[src/rtl/ctl_disp_mux_if.sv]
`default_nettype none
// ============================================================================
//  Module   : ctl_disp_mux_if
//  Brief    : Digit/control inputs and anode/segment outputs of the display mux.
//  Revision : 1.0 - initial release
// ============================================================================
interface ctl_disp_mux_if;
   logic [3:0] hex0;
   logic [3:0] hex1;
   logic [3:0] hex2;
   logic [3:0] hex3;
   logic [3:0] dp_en;
   logic       blank_lz;
   logic       blink;
   logic [3:0] an;
   logic [6:0] sseg;
   logic       dp;

   modport master (
      output hex0, hex1, hex2, hex3, dp_en, blank_lz, blink,
      input  an, sseg, dp
   );

   modport slave (
      input  hex0, hex1, hex2, hex3, dp_en, blank_lz, blink,
      output an, sseg, dp
   );
endinterface
`default_nettype wire

[src/rtl/ctl_disp_mux.sv]
`default_nettype none
// ============================================================================
//  Module   : ctl_disp_mux
//  Brief    : 4-digit multiplexed 7-segment driver with tear-free shadowing,
//             leading-zero blanking, per-slot ghost blanking and blinking.
//  Revision : 1.0 - initial release
// ============================================================================
module ctl_disp_mux #(
   parameter int DIV         = 65000,
   parameter int BLANK_CYC   = 64,
   parameter int BLINK_SCANS = 128
) (
   input  logic            clk,
   input  logic            rst_n,
   ctl_disp_mux_if.slave   bus
);

   localparam logic [15:0] c_presc_max = 16'(DIV - 1);
   localparam logic [15:0] c_blank     = 16'(BLANK_CYC);
   localparam logic [7:0]  c_phase_max = 8'(BLINK_SCANS - 1);

   logic [15:0]     r_presc;
   logic [1:0]      r_idx;
   logic [3:0][3:0] r_sh_hex;
   logic [3:0]      r_sh_dp_en;
   logic            r_sh_lz;
   logic            r_sh_blink;
   logic            r_phase_on;
   logic [7:0]      r_phase_cnt;
   logic [3:0]      r_an;
   logic [6:0]      r_sseg;
   logic            r_dp;

   logic            w_slot_tick;
   logic            w_scan_tick;
   logic            w_dark;
   logic            w_lz_blank;
   logic [6:0]      w_seg;

   function automatic logic [6:0] f_decode(input logic [3:0] v);
      logic [6:0] s;
      case (v)
         4'h0: s = 7'h40;
         4'h1: s = 7'h79;
         4'h2: s = 7'h24;
         4'h3: s = 7'h30;
         4'h4: s = 7'h19;
         4'h5: s = 7'h12;
         4'h6: s = 7'h02;
         4'h7: s = 7'h78;
         4'h8: s = 7'h00;
         4'h9: s = 7'h10;
         4'hA: s = 7'h08;
         4'hB: s = 7'h03;
         4'hC: s = 7'h46;
         4'hD: s = 7'h21;
         4'hE: s = 7'h06;
         default: s = 7'h0E;
      endcase
      return s;
   endfunction

   always_comb begin
      w_slot_tick = (r_presc == c_presc_max);
      w_scan_tick = w_slot_tick && (r_idx == 2'd3);
      w_dark      = (r_presc < c_blank) || (r_sh_blink && !r_phase_on);
      // Only the two score digits (3 and 2) are candidates for zero suppression.
      w_lz_blank  = r_sh_lz && (r_sh_hex[3] == 4'h0) &&
                    ((r_idx == 2'd3) || ((r_idx == 2'd2) && (r_sh_hex[2] == 4'h0)));
      w_seg       = f_decode(r_sh_hex[r_idx]);
   end

   always_ff @(posedge clk) begin
      if (!rst_n) begin
         r_presc     <= 16'd0;
         r_idx       <= 2'd0;
         r_sh_hex    <= '0;
         r_sh_dp_en  <= 4'h0;
         r_sh_lz     <= 1'b0;
         r_sh_blink  <= 1'b0;
         r_phase_on  <= 1'b1;
         r_phase_cnt <= 8'd0;
         r_an        <= 4'hF;
         r_sseg      <= 7'h7F;
         r_dp        <= 1'b1;
      end else begin
         r_presc <= w_slot_tick ? 16'd0 : r_presc + 16'd1;
         if (w_slot_tick) begin
            r_idx <= r_idx + 2'd1;
         end
         if (w_scan_tick) begin
            r_sh_hex   <= {bus.hex3, bus.hex2, bus.hex1, bus.hex0};
            r_sh_dp_en <= bus.dp_en;
            r_sh_lz    <= bus.blank_lz;
            r_sh_blink <= bus.blink;
         end
         // Phase follows the blink shadow in force, not the value being captured.
         if (!r_sh_blink) begin
            r_phase_cnt <= 8'd0;
            r_phase_on  <= 1'b1;
         end else if (w_scan_tick) begin
            if (r_phase_cnt == c_phase_max) begin
               r_phase_cnt <= 8'd0;
               r_phase_on  <= ~r_phase_on;
            end else begin
               r_phase_cnt <= r_phase_cnt + 8'd1;
            end
         end
         r_an   <= w_dark ? 4'hF : ~(4'b0001 << r_idx);
         r_sseg <= (w_dark || w_lz_blank) ? 7'h7F : w_seg;
         r_dp   <= w_dark ? 1'b1 : ~r_sh_dp_en[r_idx];
      end
   end

   assign bus.an   = r_an;
   assign bus.sseg = r_sseg;
   assign bus.dp   = r_dp;

endmodule
`default_nettype wire

[src/flat_wrapper.sv]
// flat-port wrapper written by rule: the top's interface ports become plain ports
module ctl_disp_mux_flat 
#(
   parameter int DIV         = 65000,
   parameter int BLANK_CYC   = 64,
   parameter int BLINK_SCANS = 128
)
  (clk, rst_n, bus_hex0, bus_hex1, bus_hex2, bus_hex3, bus_dp_en, bus_blank_lz, bus_blink, bus_an, bus_sseg, bus_dp);
  ctl_disp_mux_if bus_i ();
  input  logic clk;
  input  logic rst_n;
  input wire logic [$bits(bus_i.hex0)-1:0] bus_hex0;
  input wire logic [$bits(bus_i.hex1)-1:0] bus_hex1;
  input wire logic [$bits(bus_i.hex2)-1:0] bus_hex2;
  input wire logic [$bits(bus_i.hex3)-1:0] bus_hex3;
  input wire logic [$bits(bus_i.dp_en)-1:0] bus_dp_en;
  input wire logic [$bits(bus_i.blank_lz)-1:0] bus_blank_lz;
  input wire logic [$bits(bus_i.blink)-1:0] bus_blink;
  output wire logic [$bits(bus_i.an)-1:0] bus_an;
  output wire logic [$bits(bus_i.sseg)-1:0] bus_sseg;
  output wire logic [$bits(bus_i.dp)-1:0] bus_dp;
  assign bus_i.hex0 = bus_hex0;
  assign bus_i.hex1 = bus_hex1;
  assign bus_i.hex2 = bus_hex2;
  assign bus_i.hex3 = bus_hex3;
  assign bus_i.dp_en = bus_dp_en;
  assign bus_i.blank_lz = bus_blank_lz;
  assign bus_i.blink = bus_blink;
  assign bus_an = bus_i.an;
  assign bus_sseg = bus_i.sseg;
  assign bus_dp = bus_i.dp;
  ctl_disp_mux #(.DIV(DIV), .BLANK_CYC(BLANK_CYC), .BLINK_SCANS(BLINK_SCANS)) u_core (.clk(clk), .rst_n(rst_n), .bus(bus_i));
endmodule
[config.mk]
export PLATFORM = sky130hd
export DESIGN_NAME = ctl_disp_mux_flat
export DESIGN_NICKNAME = d
export VERILOG_FILES = /design/src/rtl/ctl_disp_mux_if.sv /design/src/rtl/ctl_disp_mux.sv /design/src/flat_wrapper.sv
export SDC_FILE = /design/constraint.sdc
export NUM_CORES = 1
export LEC_CHECK = 0
export ABC_AREA = 1
export BUFFER_PORTS_ARGS = -buffer_cell sky130_fd_sc_hd__clkbuf_2
export CAP_MARGIN = 20
export CELL_PAD_IN_SITES_DETAIL_PLACEMENT = 0
export CELL_PAD_IN_SITES_GLOBAL_PLACEMENT = 1
export CORE_UTILIZATION = 37
export DETAILED_ROUTE_END_ITERATION = 7
export HOLD_SLACK_MARGIN = 0.06
export PLACE_DENSITY_LB_ADDON = 0.1
export SLEW_MARGIN = 20
export SYNTH_ARGS = -nofsm -noshare
export SYNTH_HDL_FRONTEND = slang
export SYNTH_SLANG_ARGS = --single-unit
[constraint.sdc]
create_clock -name clk -period 1.7 [get_ports clk]
set_input_delay 0.34 -clock clk [delete_from_list [all_inputs] [get_ports clk]]
set_output_delay 0.34 -clock clk [all_outputs]
set_load 0.01 [all_outputs]
==> impl_results.md <==
* Status: finished, final reports clean
* CTS Hold Bufs at 0
* Clk sinks at 61
* Core area at 7770 um^2
* # diodes at 0
* Final ANT Viol Nets at 0
* Post-CTS Setup Bufs at 0
* Setup crit end kind: flop
* CTS Buf Count at 9
* Fraction of layout cells with a size suffix above 1 at 17.3%
* Count of routing violations after the opening detailed-route iteration at 76
* GR Overflow Total at 0
* Count of pins over their slew limit at 0
* H-Tree Depth at 3
* MaxCap Viol Count at 0
* Row count at 32
* Hold Path Class: input pin to flop
* Syn Nets at 475
* Via Count at 2709
* Achievable Freq at 652 MHz
* Largest net degree at the start of global routing at 30
* DR pass1 iterations at 4
* Primary FF master, synth: dfxtp_1
* Nets at 529
* CTS Buffer Depth at 2
* Unique masters post-synth at 26
* Final std cells w/o fill at 599
* YS warnings at 0
* First-pass GRT wire length at 11500 um
* Clk pwr share at 48.4%
* Combinational share of power at 2.1%
* Clock root cell: clkbuf_8
* Crit share post-route at 90.2%
* Max VDD drop at 0.000359 V
* Vias per Instance at 4.52
* Inst Count DP at 584
* RSZ-0062 raised after global routing: yes
* Switching Share at 20.5%
* Initial core utilization at 38.6%
* Net switching power at 0.598 mW
* Internal power at 2.32 mW
* Worst path required time at 1.92 ns
* Area grow syn2layout at 20.1%
* Final setup fails at 0
* GR Util All Layers at 17.3%
* Final hold violation count at 0
* Worst EP arrival at 1.75 ns
* Multi-input gate area at 1560 um^2
* Die boundary height at 92.1 um
* Synthesis-stage register bit count at 61
* CP Class: flop to flop
* Initial antenna violation count at 0
* Final wirelength at 6640 um
* Number of synthesized flops with an enable pin at 0
* CP max FO at 8
* Async SR Flop Fraction at 0%
* Drt drc at 0
* CTS tree: yes
* Leak Pwr at 1.51 nW
* Reg area at 1220 um^2
* Post_cts resized at 0
* Clock-pin slew on the worst setup and hold paths at 0.07 ns
* Max-Slew Margin vs Limit at 70.5%
* Fin util at 46.4%
* IO Count at 36
* Wire per inst at 11.1 um
* Sequential share of the synthesized area at 40.7%
* RD Place Congestion at 0.807
* Post-layout minimum cycle time at 1.53 ns
* Seq pwr share at 49.5%
* Worst slew pin tran at 0.441 ns
* Die ar. at 8480 um^2
* Crit start category: flop
* Dpl hpwl at 4810 um
* Total power at 2.91 mW
* PD cells at 808 nW/um^2
* Mean Syn Cell Area at 6.84 um^2
* Clock skew at 0.00692 ns
* # fillers at 833
* Via count of the first global-routing pass at 2455
* Netlist Area Pre-Place at 3000 um^2
* Clk_lat worst skew at 0.34 ns
* Die span in x at 92.1 um
* Mapped Cells at 439
* PortBufs at 35
cell type report:
type	count	area share, %
sequential	61	33.9
inverter	43	4.55
tap	102	3.54
clock inverter	5	2.08
timing repair buffer	53	8.95
multi-input combinational	325	43.1
clock buffer	10	3.82
power groups by stage:
| stage | clock, mW | sequential, mW | combinational (mW) |
|---|---|---|---|
| after floorplan | 0 | 1.47 | 0.0257 |
| after global placement | 0 | 1.47 | 0.0618 |
| after detailed placement | 0 | 1.47 | 0.0608 |
| after CTS | 1.46 | 1.44 | 0.0609 |
| after global routing | 1.53 | 1.44 | 0.0719 |
| final | 1.41 | 1.44 | 0.0619 |
per-stage QoR:
step                      worst slack, ns  instance area, um^2  setup TNS, ns  hold slack (ns)
final                               0.167                 3610              0            0.221
after global routing              -0.0181                 3610        -0.0258            0.208
after CTS                          0.0749                 3590              0            0.202
after detailed placement            0.101                 3380              0            0.443
after global placement              0.166                 3380              0            0.428
after floorplan                    0.0688                 3000              0            0.418
synth_stat cells (3+ instances only):
library cell	number	area share, %
nand2_1	165	21
dfxtp_1	61	41
a21oi_1	42	7.0
inv_1	38	4.8
nand3_1	37	6.2
nor2_1	34	4.3
ha_1	12	5.0
nor2_2	6	1.3
xor2_1	6	1.8
buf_6	4	1.5
inv_2	4	0.50
nand3b_1	4	1.0
o21ai_0	4	0.67
xnor2_1	4	1.2
clkbuf_1	3	0.38
nand2_2	3	0.63
final timing paths:
path / slack (ns) / cells past startpoint / startpoint / end
hold reg to reg: 0.47 / 2 / u_core.r_sh_dp_en[1] / u_core.r_sh_dp_en[1]
setup reg to reg: 0.17 / 9 / u_core.r_idx[0] / u_core.bus.sseg[0]
setup / recovery: 0.17 / 9 / u_core.r_idx[0] / u_core.bus.sseg[0]
hold / removal: 0.22 / 3 / bus_dp_en[2] / u_core.r_sh_dp_en[2]
placed cells by master, fill, tap and decap left out:
| cell type | instances |
|---|---|
| nand2_1 | 165 |
| dfxtp_1 | 59 |
| a21oi_1 | 42 |
| inv_1 | 38 |
| nand3_1 | 37 |
| clkbuf_2 | 35 |
| nor2_1 | 34 |
| buf_4 | 17 |
| ha_1 | 11 |
| clkbuf_8 | 10 |
| nor2_2 | 6 |
| xor2_1 | 6 |
| nand3b_1 | 4 |
| o21ai_0 | 4 |
| xnor2_1 | 4 |
| nand2_2 | 3 |
| inv_2 | 3 |
| clkinv_2 | 3 |
| nor3_1 | 2 |
| bufinv_16 | 2 |
| dfxtp_2 | 2 |
| inv_4 | 1 |
| nor2_4 | 1 |
| clkinv_1 | 1 |
| nor3b_1 | 1 |
| nand4_1 | 1 |
| a22oi_1 | 1 |
| or2_2 | 1 |
| o21bai_1 | 1 |
| ha_4 | 1 |
| buf_12 | 1 |
kinds of logic (layout without fill, tap and decap cells):
family	after synthesis	count (layout)	share of synthesized area, %
AND/OR/NAND/NOR	255	255	35.3
flip-flops	61	61	40.7
buffers and inverters	53	111	7.92
AO/OA/AOI/OAI	48	48	8.17
adder cells (fa/ha/maj)	12	12	5.00
XOR/XNOR	10	10	2.92
critical path, stage by stage (launching register included):
cell and delay, ns:
dfxtp_2 0.39, inv_4 0.07, nand2_1 0.06, nand2_1 0.05, nand2_1 0.05, nand2_1 0.10
ha_1 0.24, or2_2 0.32, nand3_1 0.08, nand3_1 0.07
metal layers:
metal	vias to the layer above	share of wire, %	track usage (%)
met3	9	4.2	4.98
li1	1485	-	-
met2	47	42	25.9
met1	1168	53	23.1
met5	-	0	0
met4	0	1.4	7.16
sequential cells by signal (all words and copies together) (netlist names), 2 cells and up:
signal	count
u_core.bus.sseg	7
u_core.r_idx	2
u_core.bus.an	4
u_core.r_presc	16
u_core.r_sh_dp_en	4
u_core.r_phase_cnt	8
u_core.r_sh_hex	16
Note: power is estimated with default switching activity, not from simulation.
